`src/rtl/piano_pkg.sv`:
```
// Shared piano datapath types: key count, chord word and capture FSM states.
package piano_pkg;

  localparam int unsigned N_KEYS = 8;

  typedef logic [N_KEYS-1:0] chord_t;

  typedef enum logic {
    IDLE = 1'b0,
    PEND = 1'b1
  } cap_state_t;

endpackage

```
`src/rtl/key_debounce_bit.sv`:
```
// One key: two-flop synchroniser followed by a consecutive-mismatch debounce counter.
// KEY_CHORD_GLITCH_CNT_EN adds a one-cycle pulse for every discarded mismatch episode.
module key_debounce_bit #(
  parameter int unsigned DEBOUNCE_CYCLES = 50000
) (
  input  logic clk,
  input  logic rst,
  input  logic key,
`ifdef KEY_CHORD_GLITCH_CNT_EN
  output logic glitch,
`endif
  output logic stb
);

  localparam int unsigned CW = (DEBOUNCE_CYCLES > 1) ? $clog2(DEBOUNCE_CYCLES) : 1;
  localparam logic [CW-1:0] TERM = CW'(DEBOUNCE_CYCLES - 1);

  logic          s1;
  logic          s2;
  logic [CW-1:0] cnt;

  // stb only flips after DEBOUNCE_CYCLES consecutive mismatching samples of s2
  always_ff @(posedge clk) begin
    if (rst) begin
      s1  <= 1'b0;
      s2  <= 1'b0;
      stb <= 1'b0;
      cnt <= '0;
    end else begin
      s1 <= key;
      s2 <= s1;
      if (s2 == stb) begin
        cnt <= '0;
      end else if (cnt == TERM) begin
        stb <= s2;
        cnt <= '0;
      end else begin
        cnt <= cnt + CW'(1);
      end
    end
  end

`ifdef KEY_CHORD_GLITCH_CNT_EN
  // An episode is discarded when s2 returns to stb while the counter is non-zero
  always_ff @(posedge clk) begin
    if (rst) begin
      glitch <= 1'b0;
    end else begin
      glitch <= (s2 == stb) && (cnt != '0);
    end
  end
`endif

endmodule

```
`src/rtl/key_chord_capture.sv`:
```
// Debounced key chord capture with a valid/ready offer of every change of the stable key set.
// KEY_CHORD_GLITCH_CNT_EN adds the saturating glitch_count output.
module key_chord_capture #(
  parameter int unsigned N_KEYS          = 8,
  parameter int unsigned DEBOUNCE_CYCLES = 50000
) (
  input  logic              clk,
  input  logic              rst,
  input  logic [N_KEYS-1:0] keys,
  output logic [N_KEYS-1:0] chord,
  output logic              chord_valid,
  input  logic              chord_ready,
`ifdef KEY_CHORD_GLITCH_CNT_EN
  output logic [15:0]       glitch_count,
`endif
  output logic              any_key
);

  import piano_pkg::*;

  logic [N_KEYS-1:0] stb_vec;
  logic [N_KEYS-1:0] last_sent;
  logic [N_KEYS-1:0] last_sent_next;
  logic [N_KEYS-1:0] chord_next;
  logic              chord_valid_next;
  cap_state_t        state;
  cap_state_t        state_next;

`ifdef KEY_CHORD_GLITCH_CNT_EN
  logic [N_KEYS-1:0] glitch_vec;
`endif

  for (genvar i = 0; i < int'(N_KEYS); i++) begin : g_key
    key_debounce_bit #(
      .DEBOUNCE_CYCLES(DEBOUNCE_CYCLES)
    ) u_key (
      .clk    (clk),
      .rst    (rst),
      .key    (keys[i]),
`ifdef KEY_CHORD_GLITCH_CNT_EN
      .glitch (glitch_vec[i]),
`endif
      .stb    (stb_vec[i])
    );
  end

  assign any_key = |stb_vec;

  always_ff @(posedge clk) begin
    if (rst) begin
      state       <= IDLE;
      chord       <= '0;
      chord_valid <= 1'b0;
      last_sent   <= '0;
    end else begin
      state       <= state_next;
      chord       <= chord_next;
      chord_valid <= chord_valid_next;
      last_sent   <= last_sent_next;
    end
  end

  // While pending, chord tracks stb_vec so the consumer always takes the latest set
  always_comb begin
    state_next       = state;
    chord_next       = chord;
    chord_valid_next = chord_valid;
    last_sent_next   = last_sent;
    case (state)
      IDLE: begin
        if (stb_vec != last_sent) begin
          chord_next       = stb_vec;
          chord_valid_next = 1'b1;
          state_next       = PEND;
        end
      end
      PEND: begin
        chord_next = stb_vec;
        if (chord_valid && chord_ready) begin
          last_sent_next   = chord;
          chord_valid_next = 1'b0;
          state_next       = IDLE;
        end
      end
      default: state_next = IDLE;
    endcase
  end

`ifdef KEY_CHORD_GLITCH_CNT_EN
  localparam int unsigned GW = $clog2(N_KEYS + 1);

  logic [GW-1:0] glitch_pop;
  logic [16:0]   glitch_sum;

  // Several keys may discard an episode on the same edge; saturate at 0xFFFF
  always_comb begin
    glitch_pop = '0;
    for (int i = 0; i < int'(N_KEYS); i++) begin
      glitch_pop = glitch_pop + GW'(glitch_vec[i]);
    end
    glitch_sum = 17'(glitch_count) + 17'(glitch_pop);
  end

  always_ff @(posedge clk) begin
    if (rst) begin
      glitch_count <= '0;
    end else begin
      glitch_count <= glitch_sum[16] ? 16'hFFFF : glitch_sum[15:0];
    end
  end
`endif

endmodule

```
`config.mk`:
```
export PLATFORM = sky130hd
export DESIGN_NAME = key_chord_capture
export DESIGN_NICKNAME = d
export VERILOG_FILES = /design/src/rtl/piano_pkg.sv /design/src/rtl/key_debounce_bit.sv /design/src/rtl/key_chord_capture.sv
export SDC_FILE = /design/constraint.sdc
export NUM_CORES = 1
export LEC_CHECK = 0
export CAP_MARGIN = 20
export CELL_PAD_IN_SITES_DETAIL_PLACEMENT = 1
export CELL_PAD_IN_SITES_GLOBAL_PLACEMENT = 2
export CORE_ASPECT_RATIO = 2
export CORE_MARGIN = 1
export CORE_UTILIZATION = 42
export DETAILED_ROUTE_END_ITERATION = 6
export HOLD_SLACK_MARGIN = 0.03
export PLACE_DENSITY = 0.89
export SETUP_SLACK_MARGIN = 0.5
export SYNTH_ARGS = -nofsm -noshare
export SYNTH_HDL_FRONTEND = slang
export SYNTH_SLANG_ARGS = --single-unit
```
`constraint.sdc`:
```
create_clock -name clk -period 4.3 [get_ports clk]
set_clock_uncertainty 0.15 [all_clocks]
set_input_delay 0.86 -clock clk [delete_from_list [all_inputs] [get_ports clk]]
set_output_delay 0.86 -clock clk [all_outputs]
set_load 0.02 [all_outputs]
```
* Word-level counts from Yosys, hierarchy flattened
Index checks and enable logic that the tools add are counted.
** Word-level totals
- Register bits :: 170
- Input port bits :: 11
- Output and inout bits :: 10
- Logic and storage cells :: 100
** Operators by class
- $add $sub $neg :: 8
- Equal/unequal tests :: 19
- Multiplexer cells :: 8
- Bitwise operators :: 9
- Reduce and logical (&&, ||, !) cells :: 20
** Operator list (count)
- 16-bit by 1-bit adder with 16-bit output (second input constant) :: 8
- 16-bit == test (second input constant) :: 8
- 3-bit OR reduction :: 8
- 2-bit AND reduction :: 10
- 8-bit case mux with 2 select lines :: 1
- 1-bit NOT :: 9
- 1-bit == test :: 8
- 8-bit two-way mux :: 1
- 8-bit != test :: 1
- 8-bit OR reduction :: 1
- 1-bit two-way mux :: 4
- 1-bit case mux with 2 select lines :: 2
- 2-bit by 1-bit != test with 1-bit output (second input constant) :: 1
- 2-bit != test (second input constant) :: 1
- 1-bit logical AND :: 1

* Logic depth before layout (Yosys ltp)
- Depth in word-level cells :: 3
- Mapped depth :: 8
- Gate-level depth less buffers :: 5

* Hierarchy
Synthesis repeated with hierarchy kept, for this count alone.
** Second synthesis, totals
- Cells, all modules :: 787
- Area, all modules :: 7587.3 µm²
** By module, submodules not included
- key_debounce_bit :: instances 8, cells each 87, area each 847.1 µm², sequential area each 380.4 µm²
- key_chord_capture :: instances 1, cells each 91, area each 810.8 µm², sequential area each 360.3 µm²

* Worst setup path before layout
OpenSTA, ideal clock, no wires.
- Path type :: reg2reg
- Start :: reg g_key[1].u_key.cnt[7]
- End :: reg g_key[1].u_key.cnt[11]
- Setup time :: 0.115 ns
- Arrival :: 1.763 ns
- Data required time :: 4.035 ns
- Slack :: 2.273 ns
- Cell stages (with the launch flop) :: 6
- Buffers on the path :: 1
- Period minus slack after synthesis :: 2.027 ns
- Cell sequence :: dfxtp_1 -> or4b_1 -> or4_4 -> o21ai_2 -> buf_6 -> nor2_1
** On the way
- Word-level cells in the longest chain between the ends :: 2
- Elaborated cells on any way between the ends :: 3
** RTL lines
- start: declaration :: RTL line key_debounce_bit.sv:20 : logic [CW-1:0] cnt;
- start signal: assignment :: RTL line key_debounce_bit.sv:38 : cnt <= cnt + CW'(1);
- parallel branches: the longest is 2 deep, another holds 16-bit by 1-bit adder with 16-bit output
Several ways; the timed one is not identified.
A chain may end at the register's enable or synchronous reset.

* Final worst setup path
- Start :: reg g_key[4].u_key.stb
- End :: out any_key
** On the way
- Word-level cells in the longest chain between the ends :: 1
** RTL lines
- start: declaration :: RTL line key_debounce_bit.sv:12 : output logic stb
- start signal: assignment :: RTL line key_debounce_bit.sv:27 : stb <= 1'b0;
- start signal: assignment :: RTL line key_debounce_bit.sv:35 : stb <= s2;
- 8-bit OR reduction :: RTL line key_chord_capture.sv:47 : assign any_key = |stb_vec;
- end: declaration :: RTL line key_chord_capture.sv:16 : output logic any_key
Every way passes these cells.

==> flow_metrics.env <==
export IMPL_status="finished clean"
export IMPL_synth_area_um2=7190
export IMPL_cts_tree="built"
export IMPL_hp_class="reg2reg"
export IMPL_drive_above_1_share_pct=4.59
export IMPL_switching_share_pct=21.8
export IMPL_hold_ws_ns=0.294
export IMPL_maxCapViolCount=0
export IMPL_clkPwrFrac_pct=47.3
export IMPL_syn_nets=821
export IMPL_final_cell_mix="170 x dfxtp_1, 124 x nor2_1, 68 x xnor2_1, 51 x nand2_1, 43 x nand3_1"
export IMPL_p_switching_mw=0.674
export IMPL_cts_hold_buf=0
export IMPL_cts_buffers=17
export IMPL_grt_pass1_wl_um=27500
export IMPL_worstMarginPinSlew_ns=0.848
export IMPL_p_comb_share_pct=1.3
export IMPL_crit_required_ns=3.29
export IMPL_finalCriticalPeriod_ns=2.78
export IMPL_wirelength_um=15900
export IMPL_first_global_vias=6058
export IMPL_diodes=0
export IMPL_rows=67
export IMPL_tns_ns=0
export IMPL_nets=835
export IMPL_cts_resized=0
export IMPL_seqPwrFrac_pct=51.4
export IMPL_setup_viol=0
export IMPL_final_hold_violation_count=0
export IMPL_power_leakage_nw=2.60
export IMPL_antenna_found_initial=0
export IMPL_drtIter0Drc=153
export IMPL_drc_errors=0
export IMPL_ios=21
export IMPL_avgRoutedWirePerCell_um=15.4
export IMPL_initial_utilization_pct=42.9
export IMPL_synth_main_ff_cell="dfxtp_1"
export IMPL_synth_cell_types=42
export IMPL_yosysWarnings=0
export IMPL_core_area_um2=16800
export IMPL_vias=5591
export IMPL_final_common_cell="dfxtp_1"
export IMPL_dieArea_um2=17700
export IMPL_worst_setup_path_end_kind="output pin"
export IMPL_max_clock_freq_mhz=360
export IMPL_syn_avg_cell_area_um2=8.97
export IMPL_gp_congestion=0.754
export IMPL_overflow=0
export IMPL_synthCells=802
export IMPL_viasPerCell=5.40
export IMPL_rsz0062_at_grt="no"
export IMPL_synth_edf_count=0
export IMPL_powerDensity_nw_per_um2=381
export IMPL_clk_path_buf_depth=2
export IMPL_grt_max_degree=49
export IMPL_grt_util_all_layers_pct=19.6
export IMPL_utilization_pct=48.4
export IMPL_fp_dieH_um=187
export IMPL_portBuffers=20
export IMPL_clk_pin_slew_ns=0.07
export IMPL_dieWidth_um=94.5
export IMPL_p_int_mw=2.42
export IMPL_fin_crit_sh_pct=64.6
export IMPL_yosysTopAreaCellShare_pct=47.3
export IMPL_htree_levels=4
export IMPL_stdcell_count=1035
export IMPL_ir_drop_v=0.000231
export IMPL_synth_area_top_cells="dfxtp_1 47%, xnor2_1 8.3%, nor2_1 6.5%"
export IMPL_synth_seq_cells=170
export IMPL_dp_cells=1004
export IMPL_root_buffer="clkbuf_16"
export IMPL_cts_setup_buffers=0
export IMPL_synth_area_leader_cell="dfxtp_1"
export IMPL_async_flop_share_pct=0
export IMPL_worst_path_max_fanout=5
export IMPL_arrival_ns=1.77
export IMPL_critical_path_class="reg2out"
export IMPL_numClockSinks=170
export IMPL_clk_latency_ns=0.43
export IMPL_seq_area_frac_synth_pct=47.3
export IMPL_dr_pass1_iters=4
export IMPL_ant_nets=0
export IMPL_slew_limit_headroom_pct=43.0
export IMPL_worstSetupStartpointType="flop"
export IMPL_dp_hpwl_um=11600
export IMPL_syn_to_final_growth_pct=12.7
export IMPL_slew_viol_final=0
## sequential cells by signal, indices dropped and copies added, names as in the netlist
signal / cells
g_key.u_key.s2: 8
chord: 8
g_key.u_key.stb: 8
g_key.u_key.cnt: 128
last_sent: 8
chord_valid: 1
g_key.u_key.s1: 8
state: 1
## cell families after synthesis
group,Yosys count,synth area share (%)
buffers and inverters,46,2.56
flip-flops,170,47.3
XOR/XNOR,109,13.3
adder cells (fa/ha/maj),8,1.39
AO/OA/AOI/OAI,53,4.12
multiplexers,14,1.95
AND/OR/NAND/NOR,402,29.4
## cells in the mapped netlist (2+ instances only)
cell,n
xnor2_1,68
or3_1,19
nor3_1,19
a21oi_1,29
nor4bb_1,9
xor2_1,41
ha_1,8
nand4_1,34
inv_1,19
or4_1,7
and4_1,13
nor4b_1,4
nand3_1,43
nor2_1,124
o21ai_0,14
nand4b_1,2
dfxtp_1,170
nor4_1,15
buf_1,2
buf_2,2
nand2b_1,17
clkbuf_1,21
o31ai_1,4
nor2b_1,16
and3_1,22
nand2_1,51
mux2i_1,14
## path summary, 6_finish.rpt
path	from	endpoint	slack, ns	depth (start not counted)
setup / recovery	g_key[4].u_key.stb	any_key	1.52	3
hold / removal	g_key[6].u_key.s1	g_key[6].u_key.s2	0.29	1
setup reg to reg	g_key[7].u_key.cnt[0]	g_key[7].u_key.cnt[9]	1.92	5
hold reg to reg	g_key[6].u_key.s1	g_key[6].u_key.s2	0.29	1
## metrics by stage
step	power (mW)	instance area [um2]	setup WS, ns
5_1_grt	3.20	8110	1.35
3_3_place_gp	1.66	7550	1.91
4_1_cts	3.13	8110	1.48
6_report	3.09	8110	1.52
2_1_floorplan	1.65	7190	2.27
3_5_place_dp	1.67	7550	1.77
## layout make-up
cell class	instances	area, um2
clock buffers	19	443
clock inverters	12	116
fillers	1928	8660
inverters	19	71.3
multi-input cells	586	3610
flip-flops and latches	170	3400
well taps	207	259
repair buffers	22	210
## power by group through the flow
stage / combinational (mW) / sequential [mW] / clock, mW
2_1_floorplan: 0.0264 / 1.62 / 0
3_3_place_gp: 0.0393 / 1.62 / 0
3_5_place_dp: 0.0412 / 1.62 / 0
4_1_cts: 0.0417 / 1.59 / 1.50
5_1_grt: 0.0458 / 1.59 / 1.56
6_report: 0.0405 / 1.59 / 1.46
## metal layers
layer | GRT usage [%] | wire length, um | vias to the layer above | share of wire [%]
li1 | - | - | 2788 | -
met1 | 19.0 | 6030 | 2740 | 38
met2 | 38.8 | 9270 | 45 | 58
met3 | 4.27 | 372 | 18 | 2.3
met4 | 6.47 | 220 | 0 | 1.4
met5 | 0 | 0 | - | 0
## critical path, stage by stage, from the launching register on
cell and delay (ns):
dfxtp_1 0.37, nor4_1 0.31, nand2_1 0.10, clkdlybuf4s50_1 0.56
(Power assumes the default switching activity.)
